<file path="src/rtl/mdio_arbiter.sv">
// mdio_arbiter: round-robin sharing of one Clause 22 MDIO bus between two
// requesters. Each grant serializes one 64-bit read or write frame on
// phy_mdc/phy_mdio, then returns an ack, read data and a no-PHY error flag.
module mdio_arbiter #(
    parameter int CLK_DIV = 25
) (
    input  logic        clk,
    input  logic        reset,
    input  logic [1:0]  req,
    input  logic        we_0,
    input  logic        we_1,
    input  logic [4:0]  phy_addr_0,
    input  logic [4:0]  phy_addr_1,
    input  logic [4:0]  reg_addr_0,
    input  logic [4:0]  reg_addr_1,
    input  logic [15:0] wdata_0,
    input  logic [15:0] wdata_1,
    output logic [1:0]  ack,
    output logic [15:0] rdata,
    output logic        err,
    output logic        busy,
    output logic        phy_mdc,
    output logic        phy_mdio_out,
    output logic        phy_mdio_tri,
    input  logic        phy_mdio_in
);

    localparam int DIV_W = $clog2(CLK_DIV);
    localparam logic [DIV_W-1:0] DIV_LAST = DIV_W'(CLK_DIV - 1);

    typedef enum logic [2:0] {
        ST_IDLE,
        ST_PRE,
        ST_HDR,
        ST_TA,
        ST_DATA,
        ST_DONE
    } state_t;

    logic [DIV_W-1:0] div_reg;
    logic             mdc_reg;
    logic             tick;
    logic             fall_tick;
    logic             rise_tick;

    state_t      state_reg, state_next;
    logic        grant_reg, grant_next;
    logic        last_reg, last_next;
    logic        busy_reg, busy_next;
    logic        we_reg, we_next;
    logic [63:0] frame_reg, frame_next;
    logic [5:0]  bit_reg, bit_next;
    logic        out_reg, out_next;
    logic        tri_reg, tri_next;
    logic [1:0]  ack_reg, ack_next;
    logic        err_sh_reg, err_sh_next;
    logic [15:0] rsh_reg, rsh_next;
    logic [15:0] rdata_reg, rdata_next;
    logic        err_reg, err_next;

    logic        win;
    logic [1:0]  we_vec;
    logic [4:0]  phy_vec [2];
    logic [4:0]  reg_vec [2];
    logic [15:0] wd_vec  [2];
    logic [63:0] frame_cand [2];

    // Free-running MDC divider; MDC toggles every CLK_DIV core cycles.
    always_ff @(posedge clk or negedge reset) begin
        if (!reset) begin
            div_reg <= '0;
            mdc_reg <= 1'b0;
        end else if (tick) begin
            div_reg <= '0;
            mdc_reg <= ~mdc_reg;
        end else begin
            div_reg <= div_reg + 1'b1;
        end
    end

    assign tick      = (div_reg == DIV_LAST);
    assign fall_tick = tick & mdc_reg;
    assign rise_tick = tick & ~mdc_reg;

    assign we_vec     = {we_1, we_0};
    assign phy_vec[0] = phy_addr_0;
    assign phy_vec[1] = phy_addr_1;
    assign reg_vec[0] = reg_addr_0;
    assign reg_vec[1] = reg_addr_1;
    assign wd_vec[0]  = wdata_0;
    assign wd_vec[1]  = wdata_1;

    // Full frame image per requester; read frames carry ones where the PHY drives.
    generate
        for (genvar gi = 0; gi < 2; gi++) begin : g_frame
            assign frame_cand[gi] = {32'hFFFF_FFFF, 2'b01,
                                     we_vec[gi] ? 2'b01 : 2'b10,
                                     phy_vec[gi], reg_vec[gi],
                                     we_vec[gi] ? 2'b10 : 2'b11,
                                     we_vec[gi] ? wd_vec[gi] : 16'hFFFF};
        end
    endgenerate

    // Round-robin pick: a lone request wins, a tie goes to the one not served last.
    always_comb begin
        win = req[1];
        if (req == 2'b11) begin
            win = ~last_reg;
        end
    end

    // Frame sequencer: next state, serial output, capture and completion.
    always_comb begin
        state_next  = state_reg;
        grant_next  = grant_reg;
        last_next   = last_reg;
        busy_next   = busy_reg;
        we_next     = we_reg;
        frame_next  = frame_reg;
        bit_next    = bit_reg;
        out_next    = out_reg;
        tri_next    = tri_reg;
        ack_next    = 2'b00;
        err_sh_next = err_sh_reg;
        rsh_next    = rsh_reg;
        rdata_next  = rdata_reg;
        err_next    = err_reg;
        case (state_reg)
            ST_IDLE: begin
                if (!busy_reg) begin
                    if (req != 2'b00) begin
                        grant_next = win;
                        last_next  = win;
                        busy_next  = 1'b1;
                        we_next    = we_vec[win];
                        frame_next = frame_cand[win];
                    end
                end else if (fall_tick) begin
                    state_next = ST_PRE;
                    out_next   = frame_reg[63];
                    frame_next = {frame_reg[62:0], 1'b1};
                    tri_next   = 1'b1;
                    bit_next   = 6'd0;
                end
            end
            ST_PRE, ST_HDR, ST_TA, ST_DATA: begin
                if (fall_tick) begin
                    bit_next   = bit_reg + 6'd1;
                    out_next   = frame_reg[63];
                    frame_next = {frame_reg[62:0], 1'b1};
                    // Reads hand the line to the PHY from bit 46 onward.
                    tri_next   = we_reg || (bit_reg < 6'd45);
                    if (state_reg == ST_PRE && bit_reg == 6'd31) begin
                        state_next = ST_HDR;
                    end else if (state_reg == ST_HDR && bit_reg == 6'd45) begin
                        state_next = ST_TA;
                    end else if (state_reg == ST_TA && bit_reg == 6'd47) begin
                        state_next = ST_DATA;
                    end else if (state_reg == ST_DATA && bit_reg == 6'd63) begin
                        state_next = ST_DONE;
                        out_next   = 1'b1;
                        tri_next   = 1'b0;
                    end
                end
                if (rise_tick) begin
                    if (state_reg == ST_TA && bit_reg == 6'd47) begin
                        err_sh_next = phy_mdio_in;
                    end
                    if (state_reg == ST_DATA) begin
                        rsh_next = {rsh_reg[14:0], phy_mdio_in};
                    end
                end
            end
            ST_DONE: begin
                if (fall_tick) begin
                    state_next          = ST_IDLE;
                    busy_next           = 1'b0;
                    ack_next[grant_reg] = 1'b1;
                    if (we_reg) begin
                        err_next = 1'b0;
                    end else begin
                        err_next   = err_sh_reg;
                        rdata_next = rsh_reg;
                    end
                end
            end
            default: begin
                state_next = ST_IDLE;
            end
        endcase
    end

    // Sequencer state; reset drops everything mid-frame with no ack.
    always_ff @(posedge clk or negedge reset) begin
        if (!reset) begin
            state_reg  <= ST_IDLE;
            grant_reg  <= 1'b0;
            last_reg   <= 1'b1;
            busy_reg   <= 1'b0;
            we_reg     <= 1'b0;
            frame_reg  <= '0;
            bit_reg    <= '0;
            out_reg    <= 1'b1;
            tri_reg    <= 1'b0;
            ack_reg    <= 2'b00;
            err_sh_reg <= 1'b0;
            rsh_reg    <= '0;
            rdata_reg  <= '0;
            err_reg    <= 1'b0;
        end else begin
            state_reg  <= state_next;
            grant_reg  <= grant_next;
            last_reg   <= last_next;
            busy_reg   <= busy_next;
            we_reg     <= we_next;
            frame_reg  <= frame_next;
            bit_reg    <= bit_next;
            out_reg    <= out_next;
            tri_reg    <= tri_next;
            ack_reg    <= ack_next;
            err_sh_reg <= err_sh_next;
            rsh_reg    <= rsh_next;
            rdata_reg  <= rdata_next;
            err_reg    <= err_next;
        end
    end

    assign ack          = ack_reg;
    assign rdata        = rdata_reg;
    assign err          = err_reg;
    assign busy         = busy_reg;
    assign phy_mdc      = mdc_reg;
    assign phy_mdio_out = out_reg;
    assign phy_mdio_tri = tri_reg;

endmodule
</file>
<file path="config.mk">
export PLATFORM = sky130hd
export DESIGN_NAME = mdio_arbiter
export DESIGN_NICKNAME = d
export VERILOG_FILES = /design/src/rtl/mdio_arbiter.sv
export SDC_FILE = /design/constraint.sdc
export NUM_CORES = 1
export LEC_CHECK = 0
export BUFFER_PORTS_ARGS = -buffer_cell sky130_fd_sc_hd__buf_2
export CORE_MARGIN = 5
export CORE_UTILIZATION = 55
export CTS_CLUSTER_SIZE = 14
export DETAILED_ROUTE_END_ITERATION = 10
export MAX_ROUTING_LAYER = met4
export PLACE_DENSITY_LB_ADDON = 0.2
export SLEW_MARGIN = 25
export SYNTH_ARGS = -nofsm -noshare
export SYNTH_HDL_FRONTEND = slang
export SYNTH_SLANG_ARGS = --single-unit
</file>
<file path="constraint.sdc">
create_clock -name clk -period 2.4 [get_ports clk]
set_input_delay 0.12 -clock clk [delete_from_list [all_inputs] [get_ports clk]]
set_output_delay 0.12 -clock clk [all_outputs]
set_load 0.005 [all_outputs]
</file>
# Word-level counts from Yosys, hierarchy flattened
# Cells that the tools add are included.
# W data, S select, Z words.
[totals]
register_bits = 121
input_bits = 59
output_inout_bits = 23
wordCells = 122
[op_classes]
n_addsub = 2
n_lt_le_gt_ge = 5
eq_ne = 17
muxes = 55
n_bitwise = 7
reduce_logical = 20
[ops]
columns = ["op", "n"]
rows = [
  ["$mux W64", 5],
  ["$pmux W64 S2", 1],
  ["$mux W16", 2],
  ["$mux W30", 1],
  ["$mux W1", 24],
  ["$mux W3", 8],
  ["$eq A6 B6 Y1 const B", 3],
  ["$mux W6", 3],
  ["$pmux W6 S2", 1],
  ["$reduce_and A3 Y1", 4],
  ["$pmux W3 S3", 1],
  ["$mux W2", 4],
  ["$ne A2 B2 Y1 const B", 4],
  ["$add A6 B1 Y6 const B", 1],
  ["$eq A3 B2 Y1 const B", 2],
  ["$eq A3 B3 Y1 const B", 2],
  ["$eq A6 B5 Y1 const B", 1],
  ["$lt A6 B6 Y1 const B", 1],
  ["$pmux W1 S2", 3],
  ["$reduce_and A2 Y1", 3],
  ["$reduce_bool A2 Y1", 3],
  ["$add A5 B1 Y5 const B", 1],
  ["$eq A5 B5 Y1 const B", 1],
  ["$logic_and A1 B1 Y1", 5],
  ["17 further kinds", 22],
]

# Logic depth before layout (Yosys ltp)
# Gate-level depths: netlist of run 1.
[logic_depth]
word_depth = 9
depth_mapped = 8
mapped_depth_nobuf = 6

# Worst setup path before layout of run 1
# No wires, ideal clock.
[synth_path]
kind = "register -> register"
start = "register div_reg[0]"
end = "register rdata_reg[10] (netlist: rdata[10])"
setup_time_ns = 0.125
arrival_time_ns = 1.784
t_required_ns = 2.275
setup_slack_ns = 0.492
stages_incl_launch_ff = 8
path_buffers = 1
period_less_slack_ns = 1.908
path_cell_list = "dfrtp_1 inv_1 ha_1 and4b_1 nand4_1 nor2_4 buf_6 mux2_2"
[synth_via]
elab_chain_len = 3
[synth_lines]
columns = ["item", "line", "text"]
rows = [
  ["start: declaration", "40", "logic [DIV_W-1:0] div_reg;"],
  ["start signal: assignment", "77", "div_reg <= div_reg + 1'b1;"],
  ["$eq A5 B5 Y1", "81", "assign tick = (div_reg == DIV_LAST);"],
  ["$and A1 B1 Y1", "82", "assign fall_tick = tick & mdc_reg;"],
  ["$reduce_and A3 Y1 (no line)", "--", ""],
  ["end signal: assignment", "223", "rdata_reg <= rdata_next;"],
  ["end: declaration", "58", "logic [15:0] rdata_reg, rdata_next;"],
]
# No other way between the ends.
# A chain may end at the register's enable or synchronous reset.

# Final worst setup path of run 1
[layout_path]
start = "register div_reg[0]"
end = "register frame_reg[53]"
[layout_via]
elab_chain_len = 5
[layout_lines]
columns = ["item", "line", "text"]
rows = [
  ["$eq A5 B5 Y1 (*)", "81", ""],
  ["$and A1 B1 Y1 (*)", "82", ""],
  ["$mux W64 (*)", "--", ""],
  ["$mux W64", "--", ""],
  ["$pmux W64 S2 (*)", "--", ""],
  ["end signal: assignment", "216", "frame_reg <= frame_next;"],
  ["end: declaration", "51", "logic [63:0] frame_reg, frame_next;"],
]
# Every way passes the cells marked *; elsewhere a longest branch is shown, timed or not.

==> out/metrics.yaml, run 1 <==
timing:
  min_period_over_period_pct: 92.4
  setup_violations: 0
  post-route-min-period_ns: 2.22
  fin_ws_ns: 0.182
  max_freq_ghz: 0.451
  rsz0062_at_grt: "no"
  tns_ns: 0
  drv_slew: 0
  relSlewSlack_pct: 65.1
  hold_viol: 0
  worst_pin_slew_ns: 0.509
  skew_ns: 0.00803
drt:
  ant_nets: 0
  wl_per_cell_um: 16.6
  top_layer: "met4"
  drt_iter0_drc: 302
  num_vias: 4195
  vias_per_cell: 5.72
  drt-pass1-iter-count: 4
  drc_errors: 0
  wirelength_um: 12200
  met3_length_um: 531
  route.met2.wl_um: 5920
  met1Wirelength_um: 5570
clock_network:
  clk_pin_slew_worst_paths_ns: 0.06
  clk_latency_ns: 0.52
  cts_buffers: 17
  cts.sinks: 121
  htreeDepth: 4
  cts_setup_buffers: 0
  cts_tree: "done"
  clk_path_buf_depth: 2
  cts-root-buf: "clkbuf_8"
worst_hold_path:
  holdPathStages: 4
  min_path_type: "in -> reg"
  holdPathEnd: "frame_reg[25]"
  min-delay-start: "phy_addr_0[2]"
setup_path:
  cp.arrival_ns: 2.60
  reg2reg_depth: 8
  worstPathRequired_ns: 2.78
  start_kind: "flop"
  timing.critical_path.mode_cell: "buf_4"
  crit_chain: "inv_1 -> ha_1 -> and4b_2 -> buf_4 -> and2_0 -> nand2_2 -> buf_4 -> o2bb2ai_1"
  reg2reg_slack_ns: 0.18
  r2r-end: "frame_reg[53]"
  critPathMaxFanout: 22
  cp-end-kind: "flop"
  worst_path_largest_cell_delay_ns: 0.40
  slowest_stage: "dfrtp_1"
  critPathKind: "reg -> reg"
  timing.rr.start: "div_reg[0]"
global_route:
  grt_pass1_vias: 4180
  grt_max_degree: 48
  grt_pass1_wl_um: 20600
  grt_overflow: 0
  antenna_found_initial: 0
  track_usage_pct: 20.5
logic_synthesis:
  syn_inst: 501
  ys_ff_latch: 121
  synth_nets: 565
  syn-cell-area_um2: 5860
  synthTopCellsByArea: "dfrtp_1, mux2_2, mux2i_1"
  synth-main-ff-cell: "dfrtp_1"
  ys_seq_area_share_pct: 51.7
  synth_cell_types: 65
  synth_edf_count: 0
  synth-async-reset-ratio_pct: 100
  synthTopCellsByCount: "dfrtp_1, nor2_1, mux2_2"
  yosys.area.top_type: "dfrtp_1"
  syn_avg_cell_area_um2: 11.7
  yosysWarnings: 0
  yosys.area.top_type_share_pct: 50.8
  synth.most_common_cell: "dfrtp_1"
placement:
  io_buffers: 81
  pre_cts_slack_ns: 0.144
  placed_area_um2: 6330
  routabilityCongestion: 0.824
  placed_cells: 696
  dp_hpwl_um: 7850
final_layout:
  nets: 648
  layout.cells.non_filler: 733
  largest_reg_flops: 64
  drive_above_1_share_pct: 30.7
  syn2layout_area_growth_pct: 18.6
  diodes: 0
  finalInstanceArea_um2: 6950
  fillCellCount: 811
floorplanning:
  die_w_um: 113
  rows: 37
  initial_core_util_pct: 56.5
  io_pins: 82
  fp.dieH_um: 113
  core_um2: 10400
  floorplan.die_area_um2: 12800
run:
  max_cap_violations: 0
status:
  status: "finished, final reports clean"
power_and_ir_drop:
  p_per_area_nw_per_um2: 705
  peakVddDrop_mv: 0.498
  power.leakage_uw: 0.00311
[layout by cell type, fill, tap and decap left out, types with 4 or more instances in the layout]
cell           instances
ha_1                   5
a31oi_1                4
buf_2                 80
o2bb2ai_1             27
inv_6                  4
mux2i_1               27
or3_1                  5
a22o_1                14
clkinv_4               4
o22ai_1               27
nand3_1                8
buf_4                 14
o22a_1                 9
nor2_1                35
nand2_1               12
a2bb2oi_1             18
nor2b_1               32
dlygate4sd3_1          5
mux2_2                33
a21oi_1                7
clkbuf_16             16
dfrtp_1              119
o21ai_0                7
inv_1                 18
[report_power, final]
group / total [uW] / internal (uW) / switching (uW)
clock network: 2410 / 1420 / 986
registers: 2170 / 2120 / 49.3
logic: 321 / 176 / 145
total: 4900 / 3720 / 1180
[cell type report]
class / instances / area (um2) / share of cell area, %
Sequential cell: 121 / 3030 / 43.6
Multi-Input combinational cell: 325 / 2520 / 36.2
Timing Repair Buffer: 101 / 596 / 8.57
Clock buffer: 18 / 428 / 6.16
Tap cell: 136 / 170 / 2.45
Clock inverter: 14 / 139 / 2.00
Inverter: 18 / 67.6 / 0.972
[logic make-up after synthesis]
logic type,share of synthesized area [%]
simple gates,12.6
fa+ha+maj,1.07
xor+xnor,0.449
compound gates,17.5
mux,11.1
buf+inv,5.59
flops,51.7
[stage by stage]
stage,hold slack (ns),utilization [%],power (uW)
3_5_place_dp,0.0673,61.0,2520
4_1_cts,0.000325,67.0,4940
6_report,0.0137,67.0,4900
2_1_floorplan,-0.176,-,2380
5_1_grt,0.0272,67.0,5080
3_3_place_gp,0.0727,61.0,2510
[per-layer routing]
| metal | global-route usage (%) | up-vias |
|---|---|---|
| met5 | - | - |
| met1 | 27.4 | 2068 |
| met3 | 4.81 | 18 |
| met2 | 31.3 | 100 |
| li1 | - | 2009 |
| met4 | 6.17 | 0 |
[worst max path at each step]
stage	startpoint	end	slack, ns	depth (start not counted)
final	div_reg[0]	frame_reg[53]	0.18	8
after global routing	div_reg[0]	frame_reg[39]	0.02	8
after CTS	div_reg[0]	frame_reg[53]	0.12	8
after detailed placement	div_reg[0]	frame_reg[44]	0.14	8
after global placement	div_reg[0]	frame_reg[42]	0.19	8
after floorplan	div_reg[0]	rdata[10]	0.49	7
[worst max-delay path: cells and delay by family (launching register included)]
| family | cells | cell delay, ns |
|---|---|---|
| compound gates | 1 | 0.15 |
| fa+ha+maj | 1 | 0.16 |
| buf+inv | 3 | 0.52 |
| flops | 1 | 0.40 |
| simple gates | 3 | 0.83 |
[repair_timing]
action / CTS / global route
hold endpoints to repair: 123 / 0
resized for setup: 0 / 1
endpoints found under the setup margin: 0 / 22
hold buffers: 5 / 0
Note: power is estimated with default switching activity, not from simulation.
==> run 2, diff against run 1 <==
==> constraint.sdc (replaced) <==
create_clock -name clk -period 2.2 [get_ports clk]
set_input_delay 0.11 -clock clk [delete_from_list [all_inputs] [get_ports clk]]
set_output_delay 0.11 -clock clk [all_outputs]
set_load 0.005 [all_outputs]
==> run 2 against run 1 <==
Register-to-register slack lost 0.09 ns. Sequential share of layout area shrank 1.1 points. Count of clock-buffer cells in the layout grew 7. Wire length grew 2.7%. Global-route usage grew 0.76 points. Combinational power grew 11%. Die area is the same. Clock skew shrank 0.0015 ns. Worst hold slack gained 0.011 ns. Final cell count grew 1.4%. Design area grew 2.6%. Sequential power grew 9.2%. Critical path type unchanged. Critical endpoint is now frame_reg[52]. Largest cell class unchanged.
==> out/metrics.yaml, run 2 (synthesis gave the netlist of run 1 again) <==
status:
  status: "finished, final reports clean"  # unchanged
clock_network:
  cts.sinks: 121  # unchanged
  htreeDepth: 4  # unchanged
  cts_tree: "done"  # unchanged
  cts_buffers: 17  # unchanged
  clk_path_buf_depth: 2  # unchanged
  cts_setup_buffers: 0  # unchanged
  cts-root-buf: "clkbuf_8"  # unchanged
  clk_pin_slew_worst_paths_ns: 0.06  # about the same
  clk_latency_ns: 0.52  # about the same
global_route:
  grt_pass1_wl_um: 21200  # was 20600 um
  grt_overflow: 0  # unchanged
  grt_pass1_vias: 4345  # was 4180
  track_usage_pct: 21.2  # was 20.5%
  antenna_found_initial: 0  # unchanged
  grt_max_degree: 122  # was 48
setup_path:
  start_kind: "flop"  # unchanged
  cp.arrival_ns: 2.49  # was 2.60 ns
  critPathMaxFanout: 18  # was 22
  worstPathRequired_ns: 2.59  # was 2.78 ns
  cp-end-kind: "flop"  # unchanged
  critPathKind: "reg -> reg"  # unchanged
timing:
  setup_violations: 0  # unchanged
  tns_ns: 0  # unchanged
  skew_ns: 0.00655  # was 0.00803 ns
  relSlewSlack_pct: 53.4  # was 65.1%
  worst_pin_slew_ns: 0.698  # was 0.509 ns
  drv_slew: 0  # unchanged
  fin_ws_ns: 0.0927  # was 0.182 ns
  hold-worst-slack_ns: 0.0245  # was 0.0137 ns
  max_freq_ghz: 0.475  # was 0.451 GHz
  rsz0062_at_grt: "no"  # unchanged
  min_period_over_period_pct: 95.8  # was 92.4%
  hold_viol: 0  # unchanged
  post-route-min-period_ns: 2.11  # was 2.22 ns
drt:
  num_vias: 4312  # was 4195
  drt-pass1-iter-count: 4  # unchanged
  vias_per_cell: 5.80  # was 5.72
  ant_nets: 0  # unchanged
  drc_errors: 0  # unchanged
  wl_per_cell_um: 16.9  # was 16.6 um
  wirelength_um: 12500  # was 12200 um
  drt_iter0_drc: 298  # was 302
floorplanning:
  initial_core_util_pct: 56.5  # unchanged
  fp.dieH_um: 113  # unchanged
  die_w_um: 113  # unchanged
  rows: 37  # unchanged
  core_um2: 10400  # unchanged
  floorplan.die_area_um2: 12800  # unchanged
  io_pins: 82  # unchanged
power_and_ir_drop:
  peakVddDrop_mv: 0.624  # was 0.498 mV
  p_per_area_nw_per_um2: 785  # was 705 nW/um2
  power.leakage_uw: 0.00321  # was 0.00311 uW
final_layout:
  syn2layout_area_growth_pct: 21.7  # was 18.6%
  regArea_um2: 3030  # unchanged
  final_common_cell: "dfrtp_1"  # unchanged
  nets: 658  # was 648
  multiInputGateArea_um2: 2530  # was 2520 um2
  mostFrequentLayoutCells: "dfrtp_1, buf_2, nor2_1, mux2_2, nor2b_1"  # unchanged
  diodes: 0  # unchanged
  drive_above_1_share_pct: 31.0  # was 30.7%
  layout.cells.non_filler: 743  # was 733
  fillCellCount: 801  # was 811
  largest_reg_flops: 64  # unchanged
placement:
  pre_cts_slack_ns: 0.0229  # was 0.144 ns
  io_buffers: 81  # unchanged
  dp_hpwl_um: 7890  # was 7850 um
  placed_cells: 700  # was 696
  routabilityCongestion: 0.860  # was 0.824
run:
  max_cap_violations: 0  # unchanged
worst_hold_path:
  min_path_type: "in -> reg"  # unchanged
## run 2: critical path, cell delays in order (launching register included)
cell and delay, ns:
dfrtp_1 0.45, buf_4 0.21, or4_4 0.51, nand4b_4 0.23, and2_2 0.44, o2bb2ai_1 0.14
## run 2: path summary, 6_finish.rpt
| path | startpoint | end | slack, ns | cells after the start |
|---|---|---|---|---|
| setup / recovery | state_reg[1] | frame_reg[52] | 0.09 | 5 |
| hold / removal | phy_addr_1[0] | frame_reg[23] | 0.02 | 4 |
| setup reg to reg | state_reg[1] | frame_reg[52] | 0.09 | 5 |
| hold reg to reg | grant_reg | ack[0] | 0.46 | 1 |
| max in group asynchronous | reset | frame_reg[41] | 1.48 | 3 |
| min in group asynchronous | reset | bit_reg[5] | 0.22 | 3 |
## run 2: what timing repair did
action                                 in CTS  in global routing
hold buffers                                9                  0
endpoints found under the hold margin     125                  0
setup endpoints to repair                   1                 29
cloned                                      0                  1
resized for setup                           1                  2
pin swaps                                   0                  1
## run 2: metal layers
metal | routed length [um] | GRT usage, % | share of wire (%) | up-vias
met1 | 5540 | 27.2 | 44 | 2129
met5 | 0 | - | 0 | -
met2 | 6090 | 32.7 | 49 | 127
met3 | 661 | 5.61 | 5.3 | 25
met4 | 225 | 7.53 | 1.8 | 0
li1 | - | - | - | 2031
## run 2: stage by stage
step	cell area [um2]	total power [uW]	util (%)
floorplan	5860	2590	-
global placement	6380	2730	61.6
detailed placement	6380	2750	61.6
CTS	7100	5630	68.5
global route	7130	5790	68.7
finish	7130	5590	68.7
## run 2: layout make-up
type / count / area share, %
clock buffers: 25 / 7.21
clock inverters: 7 / 1.54
inverters: 18 / 0.948
multi-input cells: 326 / 35.5
flip-flops and latches: 121 / 42.5
well taps: 136 / 2.39
repair buffers: 110 / 9.90
## run 2: where the power goes
group	leakage (uW)	switching (uW)	internal, uW
registers	0.00141	56.9	2310
logic	0.00148	159	198
clock network	0.000314	937	1930
total	0.00321	1150	4440
==> run 3, diff against run 2 <==
--- a/config.mk
+++ b/config.mk
@@ -6,6 +6,7 @@
 export NUM_CORES = 1
 export LEC_CHECK = 0
 export BUFFER_PORTS_ARGS = -buffer_cell sky130_fd_sc_hd__buf_2
+export CORE_ASPECT_RATIO = 0.8
 export CORE_MARGIN = 5
 export CORE_UTILIZATION = 55
 export CTS_CLUSTER_SIZE = 14
==> constraint.sdc (replaced) <==
create_clock -name clk -period 2.4 [get_ports clk]
set_input_delay 0.12 -clock clk [delete_from_list [all_inputs] [get_ports clk]]
set_output_delay 0.12 -clock clk [all_outputs]
set_load 0.005 [all_outputs]
==> run 3 against run 2 <==
Utilization fell by 0.74 points. Clock power down 9.8%. Count of clock-buffer cells in the layout fell by 3. Combinational power fell by 9.8%. Final cell count is 0.54% lower.
==> out/metrics.yaml, run 3 (synthesis gave the netlist of run 1 again) <==
power_and_ir_drop:
  combPwrFrac_pct: 6.3  # was 6.4%
  power.leakage_uw: 0.00317  # was 0.00321 uW
  clkPwrFrac_pct: 51.0  # was 51.3%
  peakVddDrop_mv: 0.522  # was 0.624 mV
  power_frac_seq_pct: 42.7  # was 42.4%
  p_sw_share_pct: 21.0  # was 20.6%
  intPower_uw: 4020  # was 4440 uW
  p_switching_uw: 1070  # was 1150 uW
  p_per_area_nw_per_um2: 724  # was 785 nW/um2
  p_total_uw: 5080  # was 5590 uW
setup_path:
  reg2reg_depth: 7  # was 5
  critPathKind: "reg -> reg"  # unchanged
  slowest_stage: "dfrtp_1"  # was or4_4
  timing.rr.start: "div_reg[0]"  # was state_reg[1]
  cp-endpoint: "rdata[8]"  # was frame_reg[52]
  reg2reg_slack_ns: 0.20  # was 0.09 ns
  r2r-end: "rdata[8]"  # was frame_reg[52]
  cp.arrival_ns: 2.48  # was 2.49 ns
  cp-end-kind: "flop"  # unchanged
  critPathMaxFanout: 16  # was 18
  cp.depth: 7  # was 5
  worst_path_largest_cell_delay_ns: 0.41  # was 0.51 ns
  crit_buf_inv: 2  # was 1
  crit_chain: "inv_1 -> ha_1 -> and4b_1 -> nand4_1 -> nor2_4 -> buf_12 -> mux2_2"  # was buf_4 -> or4_4 -> nand4b_4 -> and2_2 -> o2bb2ai_1
  critPathTopFamily: "simple AND/OR/NAND/NOR gates"  # unchanged
  start_kind: "flop"  # unchanged
  crit_start: "div_reg[0]"  # was state_reg[1]
  worstPathRequired_ns: 2.69  # was 2.59 ns
clock_network:
  cts.sinks: 121  # unchanged
  cts_tree: "done"  # unchanged
  cts_buffers: 17  # unchanged
  cts-root-buf: "clkbuf_16"  # was clkbuf_8
  clk_path_buf_depth: 2  # unchanged
  htreeDepth: 4  # unchanged
  cts_resized: 0  # was 1
  clk_pin_slew_worst_paths_ns: 0.05  # was 0.06 ns
  clk_latency_ns: 0.41  # was 0.52 ns
drt:
  wirelength_um: 12400  # was 12500 um
  drc_errors: 0  # unchanged
  drt_iter0_drc: 405  # was 298
  drt-pass1-iter-count: 6  # was 4
  ant_nets: 0  # unchanged
  vias_per_cell: 5.70  # was 5.80
  num_vias: 4215  # was 4312
  wl_per_cell_um: 16.8  # was 16.9 um
final_layout:
  final_util_pct: 68.0  # was 68.7%
  mostFrequentLayoutCells: "dfrtp_1, buf_2, nor2_1, mux2_2, nor2b_1"  # unchanged
  diodes: 0  # unchanged
  syn2layout_area_growth_pct: 19.8  # was 21.7%
  nets: 651  # was 658
  drive_above_1_share_pct: 30.9  # was 31.0%
  final_common_cell: "dfrtp_1"  # unchanged
  largest_reg_flops: 64  # unchanged
  finalInstanceArea_um2: 7020  # was 7130 um2
timing:
  relSlewSlack_pct: 63.1  # was 53.4%
  setup_violations: 0  # unchanged
  hold_viol: 0  # unchanged
  drv_slew: 0  # unchanged
  max_freq_ghz: 0.455  # was 0.475 GHz
  min_period_over_period_pct: 91.6  # was 95.8%
  fin_ws_ns: 0.203  # was 0.0927 ns
  tns_ns: 0  # unchanged
  post-route-min-period_ns: 2.20  # was 2.11 ns
  worst_pin_slew_ns: 0.538  # was 0.698 ns
  skew_ns: 0.00754  # was 0.00655 ns
  rsz0062_at_grt: "no"  # unchanged
floorplanning:
  fp.dieH_um: 102  # was 113 um
  initial_core_util_pct: 56.8  # was 56.5%
  die_w_um: 125  # was 113 um
  core_um2: 10300  # was 10400 um2
  floorplan.die_area_um2: 12800  # about the same
  rows: 33  # was 37
  io_pins: 82  # unchanged
worst_hold_path:
  min_path_type: "in -> reg"  # unchanged
run:
  max_cap_violations: 0  # unchanged
global_route:
  grt_max_degree: 62  # was 122
  track_usage_pct: 21.2  # about the same
  grt_pass1_vias: 4272  # was 4345
  antenna_found_initial: 0  # unchanged
  grt_pass1_wl_um: 21100  # was 21200 um
  grt_overflow: 0  # unchanged
placement:
  io_buffers: 81  # unchanged
  pre_cts_slack_ns: 0.0872  # was 0.0229 ns
  placed_area_um2: 6360  # was 6380 um2
  routabilityCongestion: 0.865  # was 0.860
  dp_hpwl_um: 8260  # was 7890 um
status:
  status: "finished, final reports clean"  # unchanged
run 3: through the flow:
step	instances	hold WS (ns)
finish	739	0.0264
global route	739	0.0426
CTS	738	0.0182
detailed placement	704	0.0881
global placement	704	0.0853
floorplan	501	-0.176
run 3: repair_timing:
action,CTS,global route
hold endpoints to repair,32,0
endpoints found under the setup margin,0,16
hold buffers,3,0
buffers inserted,0,1
run 3: layer usage:
metal  GRT usage, %  up-vias  part of all wire, %
met5              -        -                    0
met4           5.83        0                  1.3
met3           5.49       18                  5.0
met2           30.4      120                   45
met1           30.2     2059                   48
li1               -     2018                    -
run 3: tightest hold or removal path: stages:
cell and delay [ns]:
buf_2 0.13, a21oi_1 0.13, a31oi_1 0.05
run 3: worst min path at each step:
stage / start / end / slack (ns) / depth (start not counted)
after floorplan: reset / ack[0] / -0.18 / 0
after global placement: reset / frame_reg[21] / 0.09 / 1
after detailed placement: reset / frame_reg[20] / 0.09 / 1
after CTS: req[1] / last_reg / 0.02 / 3
after global routing: req[1] / grant_reg / 0.04 / 2
final: req[1] / last_reg / 0.03 / 3
run 3: power by group through the flow:
stage	registers (uW)	logic (uW)	clock network (uW)
finish	2170	321	2590
global route	2180	358	2720
CTS	2170	327	2620
detailed placement	2200	320	0
global placement	2200	307	0
floorplan	2190	191	0
run 3: final cells by class:
type / instances / area, um2
Fill cell: 769 / 3300
Sequential cell: 121 / 3030
Multi-Input combinational cell: 325 / 2520
Timing Repair Buffer: 104 / 626
Clock buffer: 22 / 484
Tap cell: 140 / 175
Clock inverter: 9 / 120
Inverter: 18 / 67.6
